<file path="src/rtl/keypad_scan_if.sv">
// Key-event handshake between the keypad scanner and its consumer.
// The master side presents the FIFO head; the slave side accepts it.
interface keypad_scan_if;
  logic [7:0] key_code;
  logic       key_valid;
  logic       key_ready;

  modport master (output key_code, output key_valid, input key_ready);
  modport slave  (input key_code, input key_valid, output key_ready);
endinterface

</file>
<file path="src/rtl/keypad_scan_ctrl.sv">
// 4x4 matrix keypad scan sequencer: row drive, press/release debounce,
// key encoding and a small key-event FIFO with valid/ready output.
// Optional auto-repeat while a key is held: define KEYPAD_REPEAT_EN.
//
//  state     | meaning
//  ----------+---------------------------------------------------------
//  SCAN      | walking rows, waiting for any low column
//  DEB_PRESS | row frozen, counting stable ticks of the captured column
//  HELD      | key accepted, counting released ticks before returning
module keypad_scan_ctrl #(
  parameter int CLK_DIV        = 50000,
  parameter int DEBOUNCE_TICKS = 4,
  parameter int FIFO_DEPTH     = 4,
  parameter int REPEAT_DELAY   = 64,
  parameter int REPEAT_RATE    = 16
) (
  input  logic          clk,
  input  logic          rst,
  input  logic [3:0]    col_in,
  output logic [3:0]    row_select,
  output logic          key_held,
  output logic          overflow,
  keypad_scan_if.master kbus
);

  localparam int DIV_W = (CLK_DIV > 2) ? $clog2(CLK_DIV) : 1;
  localparam int DB_W  = $clog2(DEBOUNCE_TICKS + 1);
  localparam int PTR_W = $clog2(FIFO_DEPTH);
  localparam int CNT_W = PTR_W + 1;

  // Parameter sanity checks; elaboration only, no hardware.
  if (CLK_DIV < 2)        begin : g_chk_div  $error("CLK_DIV must be >= 2"); end
  if (DEBOUNCE_TICKS < 1) begin : g_chk_db   $error("DEBOUNCE_TICKS must be >= 1"); end
  if (FIFO_DEPTH < 2 || (FIFO_DEPTH & (FIFO_DEPTH - 1)) != 0)
                          begin : g_chk_fifo $error("FIFO_DEPTH must be a power of 2, >= 2"); end
  if (REPEAT_DELAY < 1 || REPEAT_RATE < 1)
                          begin : g_chk_rep  $error("REPEAT_DELAY/REPEAT_RATE must be >= 1"); end

  typedef enum logic [1:0] {SCAN, DEB_PRESS, HELD} state_t;

  state_t            state_q, state_d;
  logic [DIV_W-1:0]  div_cnt;
  logic              tick;
  logic [1:0]        row_q, row_d;
  logic [1:0]        col_q, col_d;
  logic [1:0]        lo_col;
  logic [DB_W-1:0]   db_q, db_d;
  logic [DB_W-1:0]   rel_q, rel_d;
  logic              push;
  logic [7:0]        push_code;

`ifdef KEYPAD_REPEAT_EN
  localparam int REP_MAX = (REPEAT_DELAY > REPEAT_RATE) ? REPEAT_DELAY : REPEAT_RATE;
  localparam int REP_W   = $clog2(REP_MAX + 1);
  logic [REP_W-1:0]  rep_q, rep_d;
`endif

  logic [7:0]        mem [FIFO_DEPTH];
  logic [PTR_W-1:0]  rd_ptr, wr_ptr;
  logic [CNT_W-1:0]  count;
  logic              pop, full, accept;

  assign tick = (div_cnt == DIV_W'(CLK_DIV - 1));

  // Scan tick divider: free-running, wraps CLK_DIV-1 -> 0.
  always_ff @(posedge clk) begin
    if (rst)       div_cnt <= '0;
    else if (tick) div_cnt <= '0;
    else           div_cnt <= div_cnt + DIV_W'(1);
  end

  // Lowest-index low column wins when several are pressed.
  always_comb begin
    lo_col = 2'd3;
    if      (!col_in[0]) lo_col = 2'd0;
    else if (!col_in[1]) lo_col = 2'd1;
    else if (!col_in[2]) lo_col = 2'd2;
  end

  // Next-state and event generation; every decision is taken on tick.
  always_comb begin
    state_d = state_q;
    row_d   = row_q;
    col_d   = col_q;
    db_d    = db_q;
    rel_d   = rel_q;
    push    = 1'b0;
`ifdef KEYPAD_REPEAT_EN
    rep_d   = rep_q;
`endif
    if (tick) begin
      case (state_q)
        SCAN: begin
          if (col_in != 4'hF) begin
            col_d = lo_col;
            db_d  = DB_W'(1);
            if (DEBOUNCE_TICKS == 1) begin
              push    = 1'b1;
              rel_d   = '0;
              state_d = HELD;
`ifdef KEYPAD_REPEAT_EN
              rep_d   = REP_W'(REPEAT_DELAY);
`endif
            end else begin
              state_d = DEB_PRESS;
            end
          end else begin
            row_d = row_q + 2'd1;
          end
        end
        DEB_PRESS: begin
          if (!col_in[col_q]) begin
            db_d = db_q + DB_W'(1);
            if (db_d == DB_W'(DEBOUNCE_TICKS)) begin
              push    = 1'b1;
              rel_d   = '0;
              state_d = HELD;
`ifdef KEYPAD_REPEAT_EN
              rep_d   = REP_W'(REPEAT_DELAY);
`endif
            end
          end else begin
            state_d = SCAN;
            row_d   = row_q + 2'd1;
          end
        end
        HELD: begin
          if (col_in == 4'hF) begin
            rel_d = rel_q + DB_W'(1);
            if (rel_d == DB_W'(DEBOUNCE_TICKS)) begin
              state_d = SCAN;
              row_d   = row_q + 2'd1;
            end
          end else begin
            rel_d = '0;
`ifdef KEYPAD_REPEAT_EN
            // Repeats only count while the key reads pressed, so they stop
            // as soon as a released tick starts the release debounce.
            if (rep_q == REP_W'(1)) begin
              push  = 1'b1;
              rep_d = REP_W'(REPEAT_RATE);
            end else begin
              rep_d = rep_q - REP_W'(1);
            end
`endif
          end
        end
        default: state_d = SCAN;
      endcase
    end
  end

  assign push_code = {4'h0, row_q, col_d};
  assign key_held  = (state_q == HELD);

  // FSM state, captured key and registered row drive.
  always_ff @(posedge clk) begin
    if (rst) begin
      state_q    <= SCAN;
      row_q      <= 2'd0;
      col_q      <= 2'd0;
      db_q       <= '0;
      rel_q      <= '0;
      row_select <= 4'b1110;
`ifdef KEYPAD_REPEAT_EN
      rep_q      <= '0;
`endif
    end else begin
      state_q    <= state_d;
      row_q      <= row_d;
      col_q      <= col_d;
      db_q       <= db_d;
      rel_q      <= rel_d;
      row_select <= ~(4'b0001 << row_d);
`ifdef KEYPAD_REPEAT_EN
      rep_q      <= rep_d;
`endif
    end
  end

  assign pop    = (count != '0) && kbus.key_ready;
  assign full   = (count == CNT_W'(FIFO_DEPTH));
  assign accept = push && (!full || pop);

  // Key-event FIFO; a full FIFO only drops when no pop frees a slot this cycle.
  always_ff @(posedge clk) begin
    if (rst) begin
      rd_ptr   <= '0;
      wr_ptr   <= '0;
      count    <= '0;
      overflow <= 1'b0;
      for (int i = 0; i < FIFO_DEPTH; i++) mem[i] <= '0;
    end else begin
      overflow <= push && full && !pop;
      if (accept) begin
        mem[wr_ptr] <= push_code;
        wr_ptr      <= wr_ptr + PTR_W'(1);
      end
      if (pop) rd_ptr <= rd_ptr + PTR_W'(1);
      if (accept && !pop)      count <= count + CNT_W'(1);
      else if (!accept && pop) count <= count - CNT_W'(1);
    end
  end

  assign kbus.key_code  = mem[rd_ptr];
  assign kbus.key_valid = (count != '0);

endmodule

</file>
<file path="src/flat_wrapper.sv">
// flat-port wrapper written by rule: the top's interface ports become plain ports
module keypad_scan_ctrl_flat 
#(
  parameter int CLK_DIV        = 50000,
  parameter int DEBOUNCE_TICKS = 4,
  parameter int FIFO_DEPTH     = 4,
  parameter int REPEAT_DELAY   = 64,
  parameter int REPEAT_RATE    = 16
)
  (clk, rst, col_in, row_select, key_held, overflow, kbus_key_code, kbus_key_valid, kbus_key_ready);
  keypad_scan_if kbus_i ();
  input  logic clk;
  input  logic rst;
  input  logic [3:0] col_in;
  output logic [3:0] row_select;
  output logic key_held;
  output logic overflow;
  output wire logic [$bits(kbus_i.key_code)-1:0] kbus_key_code;
  output wire logic [$bits(kbus_i.key_valid)-1:0] kbus_key_valid;
  input wire logic [$bits(kbus_i.key_ready)-1:0] kbus_key_ready;
  assign kbus_key_code = kbus_i.key_code;
  assign kbus_key_valid = kbus_i.key_valid;
  assign kbus_i.key_ready = kbus_key_ready;
  keypad_scan_ctrl #(.CLK_DIV(CLK_DIV), .DEBOUNCE_TICKS(DEBOUNCE_TICKS), .FIFO_DEPTH(FIFO_DEPTH), .REPEAT_DELAY(REPEAT_DELAY), .REPEAT_RATE(REPEAT_RATE)) u_core (.clk(clk), .rst(rst), .col_in(col_in), .row_select(row_select), .key_held(key_held), .overflow(overflow), .kbus(kbus_i));
endmodule
</file>
<file path="config.mk">
export PLATFORM = sky130hd
export DESIGN_NAME = keypad_scan_ctrl_flat
export DESIGN_NICKNAME = d
export VERILOG_FILES = /design/src/rtl/keypad_scan_if.sv /design/src/rtl/keypad_scan_ctrl.sv /design/src/flat_wrapper.sv
export SDC_FILE = /design/constraint.sdc
export NUM_CORES = 1
export LEC_CHECK = 0
export ABC_AREA = 1
export BUFFER_PORTS_ARGS = -buffer_cell sky130_fd_sc_hd__buf_2
export CAP_MARGIN = 5
export CORE_MARGIN = 2
export CORE_UTILIZATION = 24
export DETAILED_ROUTE_END_ITERATION = 12
export SYNTH_ARGS = -nofsm -noshare
export SYNTH_HDL_FRONTEND = slang
export SYNTH_SLANG_ARGS = --single-unit
</file>
<file path="constraint.sdc">
create_clock -name clk -period 3.35 [get_ports clk]
set_input_delay 0.67 -clock clk [delete_from_list [all_inputs] [get_ports clk]]
set_output_delay 0.67 -clock clk [all_outputs]
set_load 0.03 [all_outputs]
</file>
==> results of run 1 <==
==> layer usage <==
layer / track usage [%] / part of all wire (%) / routed length, um / vias to the layer above
met4: 5.490 / 2.6 / 172 / 0
li1: - / - / - / 1342
met2: 18.08 / 49 / 3229 / 50
met1: 11.51 / 44 / 2843 / 1158
met3: 3.296 / 4.3 / 281 / 16
met5: 0 / 0 / 0 / -
==> registers in the layout, indices dropped and copies added, names as in the netlist, named ones only <==
| name | cells |
|---|---|
| u_core.overflow | 1 |
| u_core.state_q | 2 |
| u_core.rd_ptr | 2 |
| u_core.row_select | 4 |
| u_core.rel_q | 3 |
| u_core.count | 3 |
| u_core.div_cnt | 16 |
| u_core.mem | 16 |
| u_core.col_q | 2 |
| u_core.row_q | 2 |
| u_core.wr_ptr | 2 |
| u_core.db_q | 3 |
==> where the power goes <==
group / total (uW) / internal [uW] / switching, uW
clock network: 876 / 569 / 307
registers: 787 / 757 / 29.9
logic: 243 / 70.9 / 173
==> cell usage after synthesis, types with 5 or more instances <==
master     n
nand2_1   88
nand4_1   13
xor2_1     7
o21ai_0   20
buf_4      5
nor2_2    10
inv_1     59
ha_1      10
a21oi_1   16
nand3_1   18
dfxtp_1   42
edfxtp_1  16
nor2_1    67
nand3_2    5
==> area by class of cell <==
class	instances	area [sq um]	share of cell area, %
clock buffers	10	229.0	6.302
repair buffers	19	100.1	2.755
inverters	63	237.7	6.543
clock inverters	6	57.56	1.584
flip-flops and latches	58	1321	36.36
multi-input cells	283	1473	40.53
well taps	172	215.2	5.923
==> logic make-up after synthesis <==
logic type,share of synthesized area [%]
xor+xnor,2.845
flops,42.91
fa+ha+maj,4.714
buf+inv,9.630
simple gates,32.47
other cells,0.1218
compound gates,7.314
==> through the flow <==
step | util [%] | instance area [sq um]
finish | 28.91 | 3633
CTS | 28.91 | 3633
global route | 28.91 | 3633
floorplan | - | 3090
detailed placement | 26.63 | 3347
global placement | 26.63 | 3347
==> worst max path at each step <==
stage	start	to	slack (ns)	cells past startpoint
5_1_grt	u_core.div_cnt[0]$_SDFF_PP0_	u_core.count[2]$_SDFFE_PP0P_	0.40	14
4_1_cts	u_core.div_cnt[0]$_SDFF_PP0_	u_core.count[2]$_SDFFE_PP0P_	0.65	14
2_1_floorplan	col_in[1]	u_core.count[2]$_SDFFE_PP0P_	0.93	14
3_5_place_dp	col_in[1]	u_core.count[2]$_SDFFE_PP0P_	0.55	15
3_3_place_gp	col_in[1]	u_core.count[2]$_SDFFE_PP0P_	0.62	15
6_report	u_core.div_cnt[0]$_SDFF_PP0_	u_core.count[2]$_SDFFE_PP0P_	0.66	14
==> impl_metrics.toml, run 1 <==
[timing]
whs_ns = 0.4464
final.period_utilization_pct = 80.36
relSlewSlack_pct = 61.19
layout_min_cycle_time_ns = 2.692
clock.fmax_mhz = 371.5
postLayoutSetupSlackWorst_ns = 0.6579
drv_slew = 0
rsz0062_at_grt = "false"
fin_skew_ns = 0.006596
hold_viol_final = 0
setup_tns_ns = 0
setup_viol = 0
worst_pin_slew_ns = 0.5760

[setup_path]
slowest_stage = "fa_1"
worst_setup_path_start_kind = "flop"
path_delay_family = "adder cells"
critPathCaptureType = "flop"
crit_required_ns = 3.56
r2r_cells = 14
cpPeakStageDelay_ns = 0.44
r2r_setup_slack_ns = 0.66
cp.arrival_ns = 2.90
r2r_start = "u_core.div_cnt[0]$_SDFF_PP0_"
critPathBufInv = 2
r2r_end = "u_core.count[2]$_SDFFE_PP0P_"
path_class = "flop to flop"
crit_path_max_fanout = 6
worstPathCellList = "ha_1 > nand3_2 > nor2_4 > nand3_2 > nor2_2 > nand2_1 > inv_1 > ha_1 > inv_1 > fa_1 > a21oi_1 > o21ai_0 > o21ai_0 > a21oi_1"

[cts]
cts_root_buf = "clkbuf_16"
cts_buffers = 9
cts_tree = "yes"
htreeDepth = 3
clock_path_buffers = 2
clk_latency_ns = 0.32
cts_resized = 0
clock-sinks = 58
cts_hold_buf = 0
clkSlewWorstSetupHoldPaths_ns = 0.05
cts_setup_buffers = 0

[global_route]
grt_usage_pct = 10.47
grt_max_degree = 17
grt_overflow_total = 0
grt_pass1_wl_um = 11080
antenna_found_initial = 0
grt_pass1_vias = 2539

[logic_synthesis]
ys_ff_latch = 58
async_flop_share_pct = 0
synth_ff_type = "dfxtp_1"
yosysWarnings = 0
synth_top_area_cell = "dfxtp_1"
synth_top_area_share_pct = 27.31
syn-cell-area_sq_mm = 0.003079
synth_cell_type_count = 34
synth_edf_count = 16
syn_avg_cell_area_sq_um = 7.492
ys_seq_area_share_pct = 42.91
ys_top_cells_by_area = "dfxtp_1, edfxtp_1, nand2_1"
syn_inst = 411

[routing]
ant_nets = 0
vias = 2566
drt-vias-per-instance = 4.200
first_iter_violations = 146
drtPass1Iterations = 4
totalWireLength_um = 6527
drcViolationCount = 0
wl_per_cell_um = 10.68

[floorplanning]
io_pins = 22
die_w_um = 117.3
rows = 41
die_h_um = 117.3
floorplan.initialDensity_pct = 24.50
core-area_sq_mm = 0.01257
die_area_sq_mm = 0.01375

[place]
dpl.cell_count = 595
portBuffers = 17
hpwl_um = 5014
place_ws_ns = 0.5457
gp_congestion = 0.7671

[finish]
area_growth_syn_to_layout_pct = 18.00
final_cell_mix = "nand2_1, nor2_1, inv_1"
final_cells = 611
nets = 452
num-fill-cells = 1334
drive_above_1_share_pct = 13.44
final_common_cell = "nand2_1"
antenna_cells = 0

[worst_hold_path]
min_path_type = "flop to flop"
min_to = "u_core.div_cnt[0]$_SDFF_PP0_"
hp-start = "u_core.div_cnt[0]$_SDFF_PP0_"
holdPathStages = 1

[power]
ir_drop_mv = 0.3009
power_leakage_uw = 0.001488
p_total_uw = 1906
p_per_area_mw_per_mm2 = 524.7

[flow_run]
drv_cap = 0

[run_status]
outcome = "complete, no violations"
Power figures use the tool's default switching activity.
==> inputs of run 2 (changes only) <==
Settings changed: ABC_AREA 1 to 0.
Clock period 3.35 ns to 2.3 ns, I/O delays scaled along.
==> impl_metrics.toml, run 2 <==
[finish]
drive_above_1_share_pct = 32.69
reg.largest.list = "u_core.div_cnt: 16 flops, u_core.mem: 16 flops, u_core.row_select: 4 flops"
antenna_cells = 0
final_cell_mix = "buf_4, nor2_1, dfxtp_1"
fin_area_sq_mm = 0.003921
area_growth_syn_to_layout_pct = 36.20
register_area_sq_mm = 0.001325
final_common_cell = "buf_4"
nets = 374
multi_input_area_sq_mm = 0.001536
num-fill-cells = 1195
post-route-util_pct = 33.06

[logic_synthesis]
synth_xor_area_share_pct = 6.389
yosysWarnings = 0
synthMuxAreaShare_pct = 5.737
async_flop_share_pct = 0
synth_ff_type = "dfxtp_1"
ys_seq_area_share_pct = 45.89
synth_edf_count = 16
ys_top_cells_by_area = "dfxtp_1, edfxtp_1, nor2_1"
syn_inst = 286
syn-cell-area_sq_mm = 0.002879
synth_fa_ha_area_share_pct = 5.041
synthSimpleGateAreaFrac_pct = 22.34
yosysMostFrequentCell = "dfxtp_1"
syn_avg_cell_area_sq_um = 10.07
synth_cell_type_count = 58
synth_top_area_cell = "dfxtp_1"
ys_ff_latch = 58
synth_top_family_by_area = "simple AND/OR/NAND/NOR gates"
synth_commonest_cells = "dfxtp_1, nor2_1, edfxtp_1, inv_1, nand2_1"
synth_top_area_share_pct = 29.20
synth-compound-area-share_pct = 10.43

[power]
p_seq_share_pct = 41.0
p_per_area_mw_per_mm2 = 667.8
power_leakage_uw = 0.001572
intPower_uw = 2062
clockPowerShare_pct = 55.1
ir_drop_mv = 0.4387
switchingPower_uw = 556.4
swShare_pct = 21.25
combPwrFrac_pct = 4.0

[floorplanning]
die_w_um = 113.5
core-area_sq_mm = 0.01186
die_h_um = 113.5
rows = 40
io_pins = 22
floorplan.initialDensity_pct = 24.27
die_area_sq_mm = 0.01289

[cts]
clock-sinks = 58
clock_path_buffers = 2
clkSlewWorstSetupHoldPaths_ns = 0.06
cts_buffers = 9
htreeDepth = 3
cts_root_buf = "clkbuf_16"
clk_latency_ns = 0.32
cts_tree = "yes"
cts_hold_buf = 0

[setup_path]
crit_required_ns = 2.56
cp.arrival_ns = 2.81
crit_path_max_fanout = 2
worst_setup_path_start_kind = "flop"
path_class = "flop to flop"
critPathCaptureType = "flop"

[routing]
wl_per_cell_um = 12.69
drt-vias-per-instance = 4.648
drcViolationCount = 0
totalWireLength_um = 6448
first_iter_violations = 151
vias = 2361
ant_nets = 0
drtPass1Iterations = 4

[place]
portBuffers = 17
gp_congestion = 0.7529
hpwl_um = 4745
dpl_cell_area_sq_mm = 0.003470

[timing]
drv_slew = 0
relSlewSlack_pct = 61.25
hold_viol_final = 0
postLayoutSetupSlackWorst_ns = -0.2523
worst_pin_slew_ns = 0.5751
clock.fmax_mhz = 391.8
final.period_utilization_pct = 111.0
layout_min_cycle_time_ns = 2.552
rsz0062_at_grt = "true"
fin_skew_ns = 0.007269
whs_ns = 0.4806
setup_viol = 8

[run_status]
violations = "negative setup slack"
outcome = "complete, but fails checks"

[global_route]
antenna_found_initial = 0
grt_pass1_vias = 2286
grt_overflow_total = 0
grt_pass1_wl_um = 10490
grt_usage_pct = 10.25
grt_max_degree = 22

[flow_run]
drv_cap = 0

[worst_hold_path]
min_path_type = "input port to flop"
[run 2: final cells by class]
class                   instances  area share (%)
flip-flops and latches         58           33.79
clock inverters                 7           2.616
multi-input cells             204           39.18
repair buffers                 67           12.44
clock buffers                   9           5.743
inverters                      16           1.532
well taps                     147           4.690
[run 2: cells by family after synthesis]
kind of cell	after synthesis
mux	10
xor+xnor	21
buf+inv	27
other cells	1
compound gates	42
fa+ha+maj	11
flops	58
simple gates	116
[run 2: power by group through the flow]
stage	sequential, uW	combinational [uW]	clock [uW]
floorplan	1090	59.8	0
global placement	1090	101	0
detailed placement	1090	102	0
CTS	1070	103	1480
global route	1070	113	1520
finish	1070	104	1440
[run 2: critical path: stages (launching register included)]
cell and delay [ns]:
dfxtp_2 0.31, or4b_4 0.55, nor4_4 0.31, nand4_2 0.14
inv_2 0.10, ha_4 0.13, inv_2 0.03, fa_2 0.32
xor2_1 0.15, or3_1 0.32, a21oi_2 0.11
[run 2: stage by stage]
stage | instances | power [uW] | TNS, ns | setup slack, ns
5_1_grt | 508 | 2708 | -2.206 | -0.3596
3_5_place_dp | 485 | 1197 | -0.5877 | -0.2501
3_3_place_gp | 485 | 1195 | -0.3726 | -0.1744
2_1_floorplan | 289 | 1153 | -1.008 | -0.4298
4_1_cts | 503 | 2652 | -0.9635 | -0.2641
6_report | 508 | 2619 | -1.090 | -0.2523
[run 2: layer usage]
metal  global-route usage (%)  vias up  routed length, um
met1                    12.23     1142               2871
li1                         -     1178                  -
met5                        0        -                  0
met4                    2.439        0                 35
met3                    3.613        5                252
met2                    17.72       36               3289
[run 2: worst paths after layout]
kind | to | from | slack, ns | depth (start not counted)
hold reg to reg | u_core.rel_q[1]$_SDFFE_PP0P_ | u_core.rel_q[1]$_SDFFE_PP0P_ | 0.49 | 2
setup reg to reg | u_core.count[2]$_SDFFE_PP0P_ | u_core.div_cnt[11]$_SDFF_PP0_ | -0.25 | 10
hold / removal | u_core.rel_q[1]$_SDFFE_PP0P_ | rst | 0.48 | 2
setup / recovery | u_core.count[2]$_SDFFE_PP0P_ | u_core.div_cnt[11]$_SDFF_PP0_ | -0.25 | 10
[run 2: what timing repair did]
item,4_1_cts,5_1_grt
setup buffers,2,5
pin swaps,4,5
gates resized for setup,3,11
setup endpoints to repair,7,16
==> inputs of run 3 (changes only) <==
Settings changed: REMOVE_ABC_BUFFERS set to 1.
==> impl_metrics.toml, run 3 (synthesized netlist as in run 2, its figures left out) <==
[floorplanning]
rows = 40
die_area_sq_mm = 0.01289
die_h_um = 113.5
die_w_um = 113.5
floorplan.initialDensity_pct = 24.27
io_pins = 22
core-area_sq_mm = 0.01186

[place]
dpl.cell_count = 499
dpl_cell_area_sq_mm = 0.003531
portBuffers = 17
gp_congestion = 0.8085
hpwl_um = 4668

[routing]
ant_nets = 0
drtPass1Iterations = 4
drt-vias-per-instance = 4.469
drcViolationCount = 0
wl_per_cell_um = 12.12
vias = 2355
totalWireLength_um = 6385
first_iter_violations = 88

[cts]
cts_buffers = 9
cts_tree = "yes"
cts_root_buf = "clkbuf_16"
clock_path_buffers = 2
clkSlewWorstSetupHoldPaths_ns = 0.05
cts_hold_buf = 0
htreeDepth = 3
clock-sinks = 58
clk_latency_ns = 0.33

[timing]
clock.fmax_mhz = 380.2
worst_pin_slew_ns = 0.4900
postLayoutSetupSlackWorst_ns = -0.3300
layout_min_cycle_time_ns = 2.630
drv_slew = 0
hold_viol_final = 0
rsz0062_at_grt = "true"
setup_tns_ns = -2.163
relSlewSlack_pct = 66.99
whs_ns = 0.4473
fin_skew_ns = 0.009239
final.period_utilization_pct = 114.3
setup_viol = 15

[setup_path]
crit_top_cell = "inv_2"
critPathCaptureType = "flop"
r2r_cells = 10
r2r_end = "u_core.count[2]$_SDFFE_PP0P_"
crit_required_ns = 2.56
worst_setup_path_start_kind = "flop"
worstPathCellList = "or4b_4 > nor4_4 > nand4_2 > inv_2 > ha_4 > inv_2 > fa_2 > xor2_1 > or3_1 > a21oi_2"
crit_path_max_fanout = 2
slowest_stage = "or4b_4"
r2r_setup_slack_ns = -0.33
path_class = "flop to flop"
cpPeakStageDelay_ns = 0.56
r2r_start = "u_core.div_cnt[11]$_SDFF_PP0_"
cp.arrival_ns = 2.89

[finish]
final_common_cell = "buf_4"
area_growth_syn_to_layout_pct = 41.11
drive_above_1_share_pct = 34.56
final_cells = 527
fin_area_sq_mm = 0.004063
final_cell_mix = "buf_4, nor2_1, dfxtp_1"
reg.largest.list = "u_core.div_cnt: 16 flops, u_core.mem: 16 flops, u_core.row_select: 4 flops"
nets = 392

[power]
p_per_area_mw_per_mm2 = 651.1
power_leakage_uw = 0.001661
ir_drop_mv = 0.3430

[global_route]
grt_max_degree = 22
grt_overflow_total = 0
antenna_found_initial = 1
grt_pass1_vias = 2318
grt_usage_pct = 10.60
grt_pass1_wl_um = 10850

[worst_hold_path]
min_to = "u_core.overflow$_SDFF_PP0_"
min_path_type = "input port to flop"
hp-start = "kbus_key_ready"
holdPathStages = 3

[run_status]
outcome = "complete, but fails checks"
violations = "negative setup slack"

[flow_run]
drv_cap = 0
-- run 3: cell type report --
class                   instances  area (sq um)
inverters                      16         60.06
repair buffers                 85         618.1
clock buffers                  11         254.0
clock inverters                 5         76.32
flip-flops and latches         58          1324
diodes                          1         2.502
multi-input cells             204          1544
well taps                     147         183.9
fillers                      1167          7799
-- run 3: per-layer routing --
metal / vias to the layer above / global-route usage (%) / share of wire, %
met3: 7 / 3.507 / 3.1
met1: 1123 / 12.51 / 45
met5: - / 0 / 0
met4: 0 / 4.228 / 1.4
li1: 1206 / - / -
met2: 19 / 17.84 / 51
-- run 3: report_power, final --
part	total, uW	internal (uW)	switching (uW)	leakage (uW)
clock	1470	1010	459	0.000160
combinational	105	43.0	61.8	0.00101
sequential	1070	1070	6.56	0.000492
-- run 3: worst max-delay path by stage --
stage / startpoint / to / slack (ns) / cells past startpoint
final: u_core.div_cnt[11]$_SDFF_PP0_ / u_core.count[2]$_SDFFE_PP0P_ / -0.33 / 10
after global routing: u_core.div_cnt[11]$_SDFF_PP0_ / u_core.count[2]$_SDFFE_PP0P_ / -0.45 / 10
after CTS: u_core.div_cnt[9]$_SDFF_PP0_ / u_core.count[2]$_SDFFE_PP0P_ / -0.35 / 10
after detailed placement: u_core.div_cnt[5]$_SDFF_PP0_ / u_core.count[2]$_SDFFE_PP0P_ / -0.50 / 10
after global placement: u_core.div_cnt[5]$_SDFF_PP0_ / u_core.count[2]$_SDFFE_PP0P_ / -0.44 / 10
after floorplan: u_core.div_cnt[5]$_SDFF_PP0_ / u_core.count[2]$_SDFFE_PP0P_ / -0.75 / 10
-- run 3: timing repair --
item	in CTS	in global routing
buffers inserted	9	6
pin swaps	12	9
resized for setup	14	15
endpoints found under the setup margin	9	38
-- run 3: stage by stage --
stage                     util (%)  setup WS, ns  power [uW]
after detailed placement     29.77       -0.4965        1197
final                        34.25       -0.3300        2645
after global routing         34.23       -0.4535        2738
after CTS                    33.48       -0.3511        2674
after global placement       29.77       -0.4413        1195
after floorplan                  -       -0.7533        1140
-- run 3: critical path: cells and delay by family, from the launching register on --
kind / cells / cell delay [ns]
adders and majority gates: 2 / 0.47
xor gates and xnor gates: 1 / 0.15
and+or+nand+nor: 4 / 1.36
AOI/OAI and AO/OA: 1 / 0.12
buffers and inverters: 2 / 0.15
DFF: 1 / 0.31
